===== config.mk =====
export PLATFORM = sky130hd
export DESIGN_NAME = tlb_walker
export DESIGN_NICKNAME = d
export VERILOG_FILES = /design/src/rtl/tlb_pkg.sv /design/src/rtl/tlb_victim_sel.sv /design/src/rtl/tlb_walker.sv
export SDC_FILE = /design/constraint.sdc
export NUM_CORES = 1
export LEC_CHECK = 0
export CORE_MARGIN = 4
export CORE_UTILIZATION = 59
export CTS_BUF_LIST = sky130_fd_sc_hd__clkbuf_8
export CTS_CLUSTER_DIAMETER = 120
export DETAILED_ROUTE_END_ITERATION = 8
export PLACE_DENSITY = 0.79
export SYNTH_ARGS = -nofsm -noshare
export SYNTH_HDL_FRONTEND = slang
export SYNTH_SLANG_ARGS = --single-unit

===== constraint.sdc =====
create_clock -name clk -period 3 [get_ports clk]
set_clock_uncertainty 0.15 [all_clocks]
set_input_delay 0.6 -clock clk [delete_from_list [all_inputs] [get_ports clk]]
set_output_delay 0.6 -clock clk [all_outputs]
set_load 0.02 [all_outputs]

===== src/rtl/tlb_pkg.sv =====
// Shared types and default sizing for the translation buffer and its page-table walker.
package tlb_pkg;

   typedef enum logic [1:0] {IDLE, WALK, FILL} tlb_state_t;

   localparam int DEF_N_ENTRIES  = 8;
   localparam int DEF_WIDTH      = 20;
   localparam int DEF_WALK_DELAY = 3;
   localparam int DEF_PPN_OFFSET = 1;

   localparam int IDX_W = $clog2(DEF_N_ENTRIES);
   localparam int CNT_W = $clog2(DEF_WALK_DELAY + 1);

endpackage


===== src/rtl/tlb_victim_sel.sv =====
// Replacement choice: lowest-index invalid entry, else a round-robin pointer.
// Victim index is combinational; the pointer moves only on a replacing fill and clears on flush.
// No backpressure: it follows the fill strobe it is given.
module tlb_victim_sel #(
   parameter int N_ENTRIES = 8,
   parameter int IDX_W     = 3
) (
   input  logic                 clk,
   input  logic                 reset_n,
   input  logic [N_ENTRIES-1:0] entry_valid,
   input  logic                 fill_en,
   input  logic                 flush,
   output logic [IDX_W-1:0]     victim
);

   logic [IDX_W-1:0] ptr;
   logic [IDX_W-1:0] free_idx;
   logic             any_free;

   // Scan downwards so the lowest free index is the one left standing.
   always_comb begin
      any_free = 1'b0;
      free_idx = '0;
      for (int i = N_ENTRIES - 1; i >= 0; i--) begin
         if (!entry_valid[i]) begin
            any_free = 1'b1;
            free_idx = IDX_W'(i);
         end
      end
   end

   assign victim = any_free ? free_idx : ptr;

   // N_ENTRIES is a power of two, so the natural wrap of ptr is the round-robin wrap.
   always_ff @(posedge clk or negedge reset_n) begin
      if (!reset_n) begin
         ptr <= '0;
      end else if (flush) begin
         ptr <= '0;
      end else if (fill_en && !any_free) begin
         ptr <= ptr + IDX_W'(1);
      end
   end

endmodule


===== src/rtl/tlb_walker.sv =====
// Fully associative TLB with combinational lookup and a modelled page-table walk on miss.
// Latency: hit same cycle; miss fills after WALK_DELAY+1 cycles, so the hit shows in cycle WALK_DELAY+2.
// Backpressure: busy is high while walking; the requester holds valid and the VPN, or the walk aborts.
module tlb_walker
   import tlb_pkg::*;
#(
   parameter int N_ENTRIES  = DEF_N_ENTRIES,
   parameter int WIDTH      = DEF_WIDTH,
   parameter int WALK_DELAY = DEF_WALK_DELAY,
   parameter int PPN_OFFSET = DEF_PPN_OFFSET
) (
   input  logic             clk,
   input  logic             reset_n,
   input  logic             valid,
   input  logic [WIDTH-1:0] virtual_page,
   input  logic             flush,
   output logic [WIDTH-1:0] physical_page_out,
   output logic             hit,
   output logic             exception,
   output logic             busy
);

   localparam int IDX_BITS = $clog2(N_ENTRIES);
   localparam int CNT_BITS = $clog2(WALK_DELAY + 1);

   tlb_state_t           state, state_nxt;
   logic [CNT_BITS-1:0]  cnt, cnt_nxt;
   logic [WIDTH-1:0]     lat_vpn;
   logic [N_ENTRIES-1:0] ent_vld;
   logic [WIDTH-1:0]     ent_tag [N_ENTRIES];
   logic [WIDTH-1:0]     ent_ppn [N_ENTRIES];
   logic [N_ENTRIES-1:0] match, lat_match;
   logic [IDX_BITS-1:0]  victim;
   logic                 fill_en, walk_start;

   always_comb begin
      match             = '0;
      lat_match         = '0;
      physical_page_out = '0;
      for (int i = 0; i < N_ENTRIES; i++) begin
         match[i]     = ent_vld[i] && (ent_tag[i] == virtual_page);
         lat_match[i] = ent_vld[i] && (ent_tag[i] == lat_vpn);
      end
      hit = valid && (virtual_page != '0) && (|match);
      // Tags are unique, so OR-ing the matching PPNs selects exactly one.
      for (int i = 0; i < N_ENTRIES; i++) begin
         if (hit && match[i]) physical_page_out = physical_page_out | ent_ppn[i];
      end
   end

   assign exception  = valid && (virtual_page == '0);
   assign busy       = (state != IDLE);
   assign walk_start = (state == IDLE) && valid && !hit && !exception && !flush;
   // Re-checking the tag at fill time is what keeps duplicate entries out.
   assign fill_en    = (state == FILL) && !flush && !(|lat_match);

   always_comb begin
      state_nxt = state;
      cnt_nxt   = cnt;
      case (state)
         IDLE: begin
            if (walk_start) begin
               state_nxt = WALK;
               cnt_nxt   = CNT_BITS'(WALK_DELAY - 1);
            end
         end
         WALK: begin
            if (!valid || (virtual_page != lat_vpn) || flush) state_nxt = IDLE;
            else if (cnt == '0)                               state_nxt = FILL;
            else                                              cnt_nxt   = cnt - CNT_BITS'(1);
         end
         FILL:    state_nxt = IDLE;
         default: state_nxt = IDLE;
      endcase
   end

   always_ff @(posedge clk or negedge reset_n) begin
      if (!reset_n) begin
         state   <= IDLE;
         cnt     <= '0;
         lat_vpn <= '0;
      end else begin
         state <= state_nxt;
         cnt   <= cnt_nxt;
         if (walk_start) lat_vpn <= virtual_page;
      end
   end

   always_ff @(posedge clk or negedge reset_n) begin
      if (!reset_n) begin
         ent_vld <= '0;
         for (int i = 0; i < N_ENTRIES; i++) begin
            ent_tag[i] <= '0;
            ent_ppn[i] <= '0;
         end
      end else if (flush) begin
         ent_vld <= '0;
      end else if (fill_en) begin
         ent_vld[victim] <= 1'b1;
         ent_tag[victim] <= lat_vpn;
         ent_ppn[victim] <= lat_vpn + WIDTH'(PPN_OFFSET);
      end
   end

   tlb_victim_sel #(
      .N_ENTRIES (N_ENTRIES),
      .IDX_W     (IDX_BITS)
   ) u_victim_sel (
      .clk         (clk),
      .reset_n     (reset_n),
      .entry_valid (ent_vld),
      .fill_en     (fill_en),
      .flush       (flush),
      .victim      (victim)
   );

endmodule

[After elaboration in Yosys (flattened, before gate mapping)]
Index checks and enable logic that the tools add are counted.
Cells by class
  add/sub/neg operators: 3
  bitwise gates (word level): 10
  order comparisons: 4
  equality and inequality tests: 23
  reduce and logical (&&, ||, !) cells: 57
  multiplexer cells: 43
Operators by type and width (number)
  160-bit bitwise mux: 2
  20-bit == test: 16
  20-bit two-way mux: 9
  20-bit OR: 7
  20-bit demux with 3-bit select: 1
  1-bit logical AND: 36
  3-bit two-way mux: 11
  20-bit by 1-bit adder with 20-bit output (second input constant): 1
  20-bit zero test: 1
  20-bit != test: 1
  20-bit nonzero test: 1
  8-bit two-way mux: 2
  8-bit OR reduction: 2
  2-bit two-way mux: 6
  1-bit two-way mux: 9
  8-bit OR: 1
  2-bit one-hot mux with 2 select lines: 2
  2-bit nonzero test: 4
  1-bit zero test: 6
  2-bit != test (second input constant): 3
  4-bit greater-or-equal comparator (second input constant): 1
  2-bit zero test: 2
  3-bit by 4-bit < comparator with 1-bit output (second input constant): 1
  4-bit by 1-bit < comparator with 1-bit output (second input constant): 1
  other kinds (12): 14
Word-level totals
  output and inout port bits: 23
  input port bits: 24
  register bits after elaboration: 355
  logic and storage cells: 161

[Longest topological paths before layout]
  depth in word-level cells: 20
  mapped depth: 12

[By module]
A second synthesis with hierarchy kept.
Second synthesis, totals
  cell total of the unflattened synthesis: 1526
  area, all modules: 18800.5 um^2
Modules (own cells, without submodules)
  tlb_walker: cells each 1500, area each 18564.1 um^2, instances 1, sequential area each 8808.4 um^2
  tlb_victim_sel: cells each 26, area each 236.5 um^2, instances 1, sequential area each 75.1 um^2

[Least setup slack after synthesis]
OpenSTA, ideal clock, no wires.
  path type: input to output
  from: in virtual_page[7]
  to: out physical_page_out[0]
  buffers on the path: 2
  slack: -0.589 ns
  data arrival time: 2.839 ns
  stages on the path: 8
  path through: buf_2 > xor2_1 > nor4_1 > nand4_1 > nor4_1 > clkbuf_1 > a22oi_1 > o311ai_0
Between the ends
  longest elaborated chain between the ends: 20
RTL lines
  start, declared: RTL line tlb_walker.sv:15  | input logic [WIDTH-1:0] virtual_page,
  20-bit == test: RTL line tlb_walker.sv:41  | match[i] = ent_vld[i] && (ent_tag[i] == virtual_page);
  1-bit logical AND: RTL line tlb_walker.sv:41
  8-bit OR reduction: RTL line tlb_walker.sv:44  | hit = valid && (virtual_page != '0) && (|match);
  1-bit logical AND: RTL line tlb_walker.sv:44
  1-bit logical AND: RTL line tlb_walker.sv:47  | if (hit && match[i]) physical_page_out = physical_page_out | ent_ppn[i];
  20-bit two-way mux: RTL line tlb_walker.sv:47
  20-bit OR: RTL line tlb_walker.sv:47
  20-bit two-way mux: RTL line tlb_walker.sv:47
  [... 4 more ...]
  20-bit OR: RTL line tlb_walker.sv:47
  20-bit two-way mux: RTL line tlb_walker.sv:47
  20-bit OR: RTL line tlb_walker.sv:47
  20-bit two-way mux: RTL line tlb_walker.sv:47
  20-bit OR: RTL line tlb_walker.sv:47
  20-bit two-way mux: RTL line tlb_walker.sv:47
  20-bit OR: RTL line tlb_walker.sv:47
  20-bit two-way mux *: RTL line tlb_walker.sv:47
  end, declared: RTL line tlb_walker.sv:17  | output logic [WIDTH-1:0] physical_page_out,
Every way passes the cells marked *; elsewhere a longest branch is shown, timed or not.

[Worst setup path after layout]
  from: reg ent_tag[82] (netlist name)
  to: out physical_page_out[8]
Between the ends
  longest elaborated chain between the ends: 20
RTL lines
  start, declared: RTL line tlb_walker.sv:30  | logic [WIDTH-1:0] ent_tag [N_ENTRIES];
  start signal, assigned by index: RTL line tlb_walker.sv:100  | ent_tag[victim] <= lat_vpn;
  20-bit == test *: RTL line tlb_walker.sv:41
  1-bit logical AND *: RTL line tlb_walker.sv:41
  8-bit OR reduction: RTL line tlb_walker.sv:44
  1-bit logical AND: RTL line tlb_walker.sv:44
  1-bit logical AND: RTL line tlb_walker.sv:47
  20-bit two-way mux: RTL line tlb_walker.sv:47
  20-bit OR: RTL line tlb_walker.sv:47
  20-bit two-way mux: RTL line tlb_walker.sv:47
  [... 4 more ...]
  20-bit OR: RTL line tlb_walker.sv:47
  20-bit two-way mux: RTL line tlb_walker.sv:47
  20-bit OR: RTL line tlb_walker.sv:47
  20-bit two-way mux: RTL line tlb_walker.sv:47
  20-bit OR: RTL line tlb_walker.sv:47
  20-bit two-way mux: RTL line tlb_walker.sv:47
  20-bit OR: RTL line tlb_walker.sv:47
  20-bit two-way mux *: RTL line tlb_walker.sv:47
Marked as above.

==> metrics.md <==
| Metric | Value |
|---|---|
| Status | finished with violations |
| Failing checks | capacitance limit, slew limit, setup timing |
| Top cell by count, worst path | buf_4 |
| Worst Path Required | 2250 ps |
| Syn Nets | 1,574 |
| CP Cell Sequence | xnor2_1 -> nand4_1 -> nor4_2 -> nand4_1 -> buf_4 -> buf_4 -> nand2_4 -> nor4_4 -> buf_4 -> buf_12 -> o311ai_4 -> buf_6 |
| Cts bufs inserted | 59 |
| WP buf/inv | 5 |
| Number of vias per cell | 7.30 |
| DR pass1 iterations | 7 |
| Synth Flop Type | dfrtp_1 |
| Final Cycle Share | 143% |
| Final hold slack | 353 ps |
| Initial antenna violation count | 7 |
| Hold Crit Class | in2reg |
| Most frequent cell after synthesis | dfrtp_1 |
| Share of the synthesized area in the top cell type | 45.3% |
| P per Cell Area | 437 nW/um^2 |
| FP Rows | 66 |
| Ys async rst share | 100% |
| Worst VDD drop | 0.000548 V |
| Worst setup margin | -1300 ps |
| RSZ-0062 raised after global routing | true |
| Fmax achieved | 233 MHz |
| Synth top area cells | dfrtp_1 45%, xnor2_1 12%, mux2_4 12%, mux2_2 10%, xor2_1 4.2% |
| TritonCTS clock tree | done |
| Final setup fails | 376 |
| Post-synth EDFFs | 0 |
| R2r setup slk | -1040 ps |
| First-pass GRT wire length | 116,000 um |
| Inst Count DP | 2,259 |
| Routability congestion estimate | 0.980 |
| Detail Route Antenna Nets | 0 |
| Yosys warns | 0 |
| Synthesis-to-finish area growth | 46.4% |
| Total congestion overflow | 0 |
| IO Pins | 47 |
| Die Y | 190 um |
| Crit end category | primary output |
| Final Hold Fails | 0 |
| Share of the yosys chip area belonging to registers | 45.3% |
| Syn avg cell area | 12.7 sq um |
| Routed via count | 18.3k |
| Pleak | 14.0 nW |
| Initial cell density of the core | 60.0% |
| Crit path largest cell delay | 490 ps |
| Worst-path fanout max | 8 |
| Commonest cells post-synth | 355 x dfrtp_1, 262 x xnor2_1, 174 x mux2_2 |
| Worst hold path endpoint | lat_vpn[6]$_DFFE_PN0P_ |
| Detailed placer's ending HPWL | 42,100 um |
| H-Tree Depth | 2 |
| Slew headroom | -0.993% |
| I/O Buffers | 46 |
| Final WL | 97,600 um |
| RR Startpoint | lat_vpn[0]$_DFFE_PN0P_ |
| CORE AREA | 32,700 sq um |
| Drt drc | 0 |
| Synthesized area | 19,600 sq um |
| Clock Tree Buf Depth | 3 |
| Max cap viols | 1 |
| Sink Count | 355 |
| Number of global-route vias before repair | 18.2k |
| Synth Register Bits | 355 |
| Post-synthesis cell type count | 49 |
| Cell depth of the worst min-delay path | 3 |
| Critical Path AT | 3550 ps |
| CP startpoint kind | flop |
| Final Critical Period | 4300 ps |
| Die area | 36,200 sq um |
| Root Driver | clkbuf_8 |
| Min-delay src | virtual_page[6] |
| Crit Reg-Reg Endpoint | ent_tag[8]$_DFFE_PN0P_ |
| Initial drt markers | 2,639 |
| Largest net degree at the start of global routing | 80 |
| Critical path depth in cells | 12 |
| Fillers | 1,176 |
| Critical path's top delay family | buffers and inverters |
| Routed wire per std cell | 38.8 um |
| Slowest cell on the critical path | xnor2_1 |
| Worst-Margin Slew | 1500 ps |
| Critical path class | reg2out |
| Clk Latency, worst-skew pair | 680 ps |
| Die W | 190 um |
| Clock transition at path regs | 60 ps |
| Share of layout cells above drive strength 1 | 53.7% |
| Mapped Cells | 1,547 |
| Top cell type by total area after synthesis | dfrtp_1 |
| Max Transition Viols Final | 1 |
| Non-filler instance count after layout | 2,514 |
| Fin nets | 2,052 |
| Gr usage total | 42.9% |
| Reg2Reg Depth | 12 |
[flip-flops by register name (all words and copies together), names as in the netlist]
name and flops:
state 2, ent_ppn 160, ent_tag 160, u_victim_sel.ptr 3, lat_vpn 20, cnt 2, ent_vld 8
[how the worst max path moves through the flow]
stage,startpoint,endpoint,slack (ps)
5_1_grt,virtual_page[2],physical_page_out[19],-1440
3_3_place_gp,virtual_page[2],physical_page_out[19],-1800
6_report,ent_tag[82]$_DFFE_PN0P_,physical_page_out[8],-1300
4_1_cts,ent_tag[34]$_DFFE_PN0P_,physical_page_out[16],-880
2_1_floorplan,virtual_page[19],physical_page_out[0],-10
3_5_place_dp,virtual_page[2],physical_page_out[18],-1820
[kinds of logic after synthesis]
family	Yosys count	share of synthesized area, %
AOI/OAI and AO/OA	116	4.81
muxes	342	22.5
adders and majority gates	3	0.191
xor gates and xnor gates	359	16.1
buffers and inverters	142	4.34
and+or+nand+nor	230	6.77
DFF	355	45.3
[area by class of cell]
class | instances | area (sq um) | area share, %
inverters | 15 | 56.3 | 0.196
flip-flops and latches | 355 | 8890 | 31.0
multi-input cells | 1051 | 11900 | 41.5
diodes | 2 | 5.00 | 0.0174
repair buffers | 543 | 6070 | 21.1
clock inverters | 33 | 231 | 0.806
well taps | 442 | 553 | 1.92
clock buffers | 73 | 1000 | 3.50
[worst min-delay path, cell delays in order]
cell,delay (ps)
clkbuf_2,170
buf_12,200
mux2_4,160
[where the power goes]
| part | internal, mW | leakage [nW] | switching [mW] |
|---|---|---|---|
| registers | 4.84 | 4.86 | 0.0721 |
| logic | 1.09 | 8.46 | 1.74 |
| clock network | 2.46 | 0.712 | 2.37 |
[placed cells by master (no fill, tap or decap), types with 24 or more instances in the layout]
cell	n
nand4_1	75
buf_12	75
inv_1	34
a22oi_1	24
xor2_1	93
nand3_1	27
clkbuf_8	73
dfrtp_1	347
buf_6	85
xnor2_2	34
xnor2_1	226
buf_4	310
mux2_4	328
[through the flow]
stage / TNS, ps / setup slack (ps) / area [sq um] / total power, mW / utilization (%)
3_5_place_dp: -123660 / -1820 / 23600 / 7.11 / 72.2
5_1_grt: -329430 / -1440 / 28700 / 12.7 / 87.8
3_3_place_gp: -97730 / -1800 / 23600 / 7.06 / 72.2
2_1_floorplan: -232 / -13.7 / 20300 / 6.07 / -
6_report: -319830 / -1300 / 28700 / 12.6 / 87.9
4_1_cts: -24340 / -880 / 27300 / 11.8 / 83.5
[repair_timing]
action,in CTS,in global routing
endpoints found under the hold margin,70,0
buffers inserted,78,42
setup endpoints to repair,364,376
pin swaps,67,35
resized for setup,396,235
hold buffers,1,0
cloned,24,21
[per-layer routing]
layer / vias up / wire, um / part of all wire (%) / GRT usage, %
met5: - / 195 / 0.20 / 0.137
met4: 12 / 12900 / 13 / 35.4
met3: 1040 / 14000 / 14 / 12.9
met2: 1990 / 40900 / 42 / 67.1
met1: 8819 / 29700 / 30 / 48.3
li1: 6486 / - / - / -
Power figures use the tool's default switching activity.
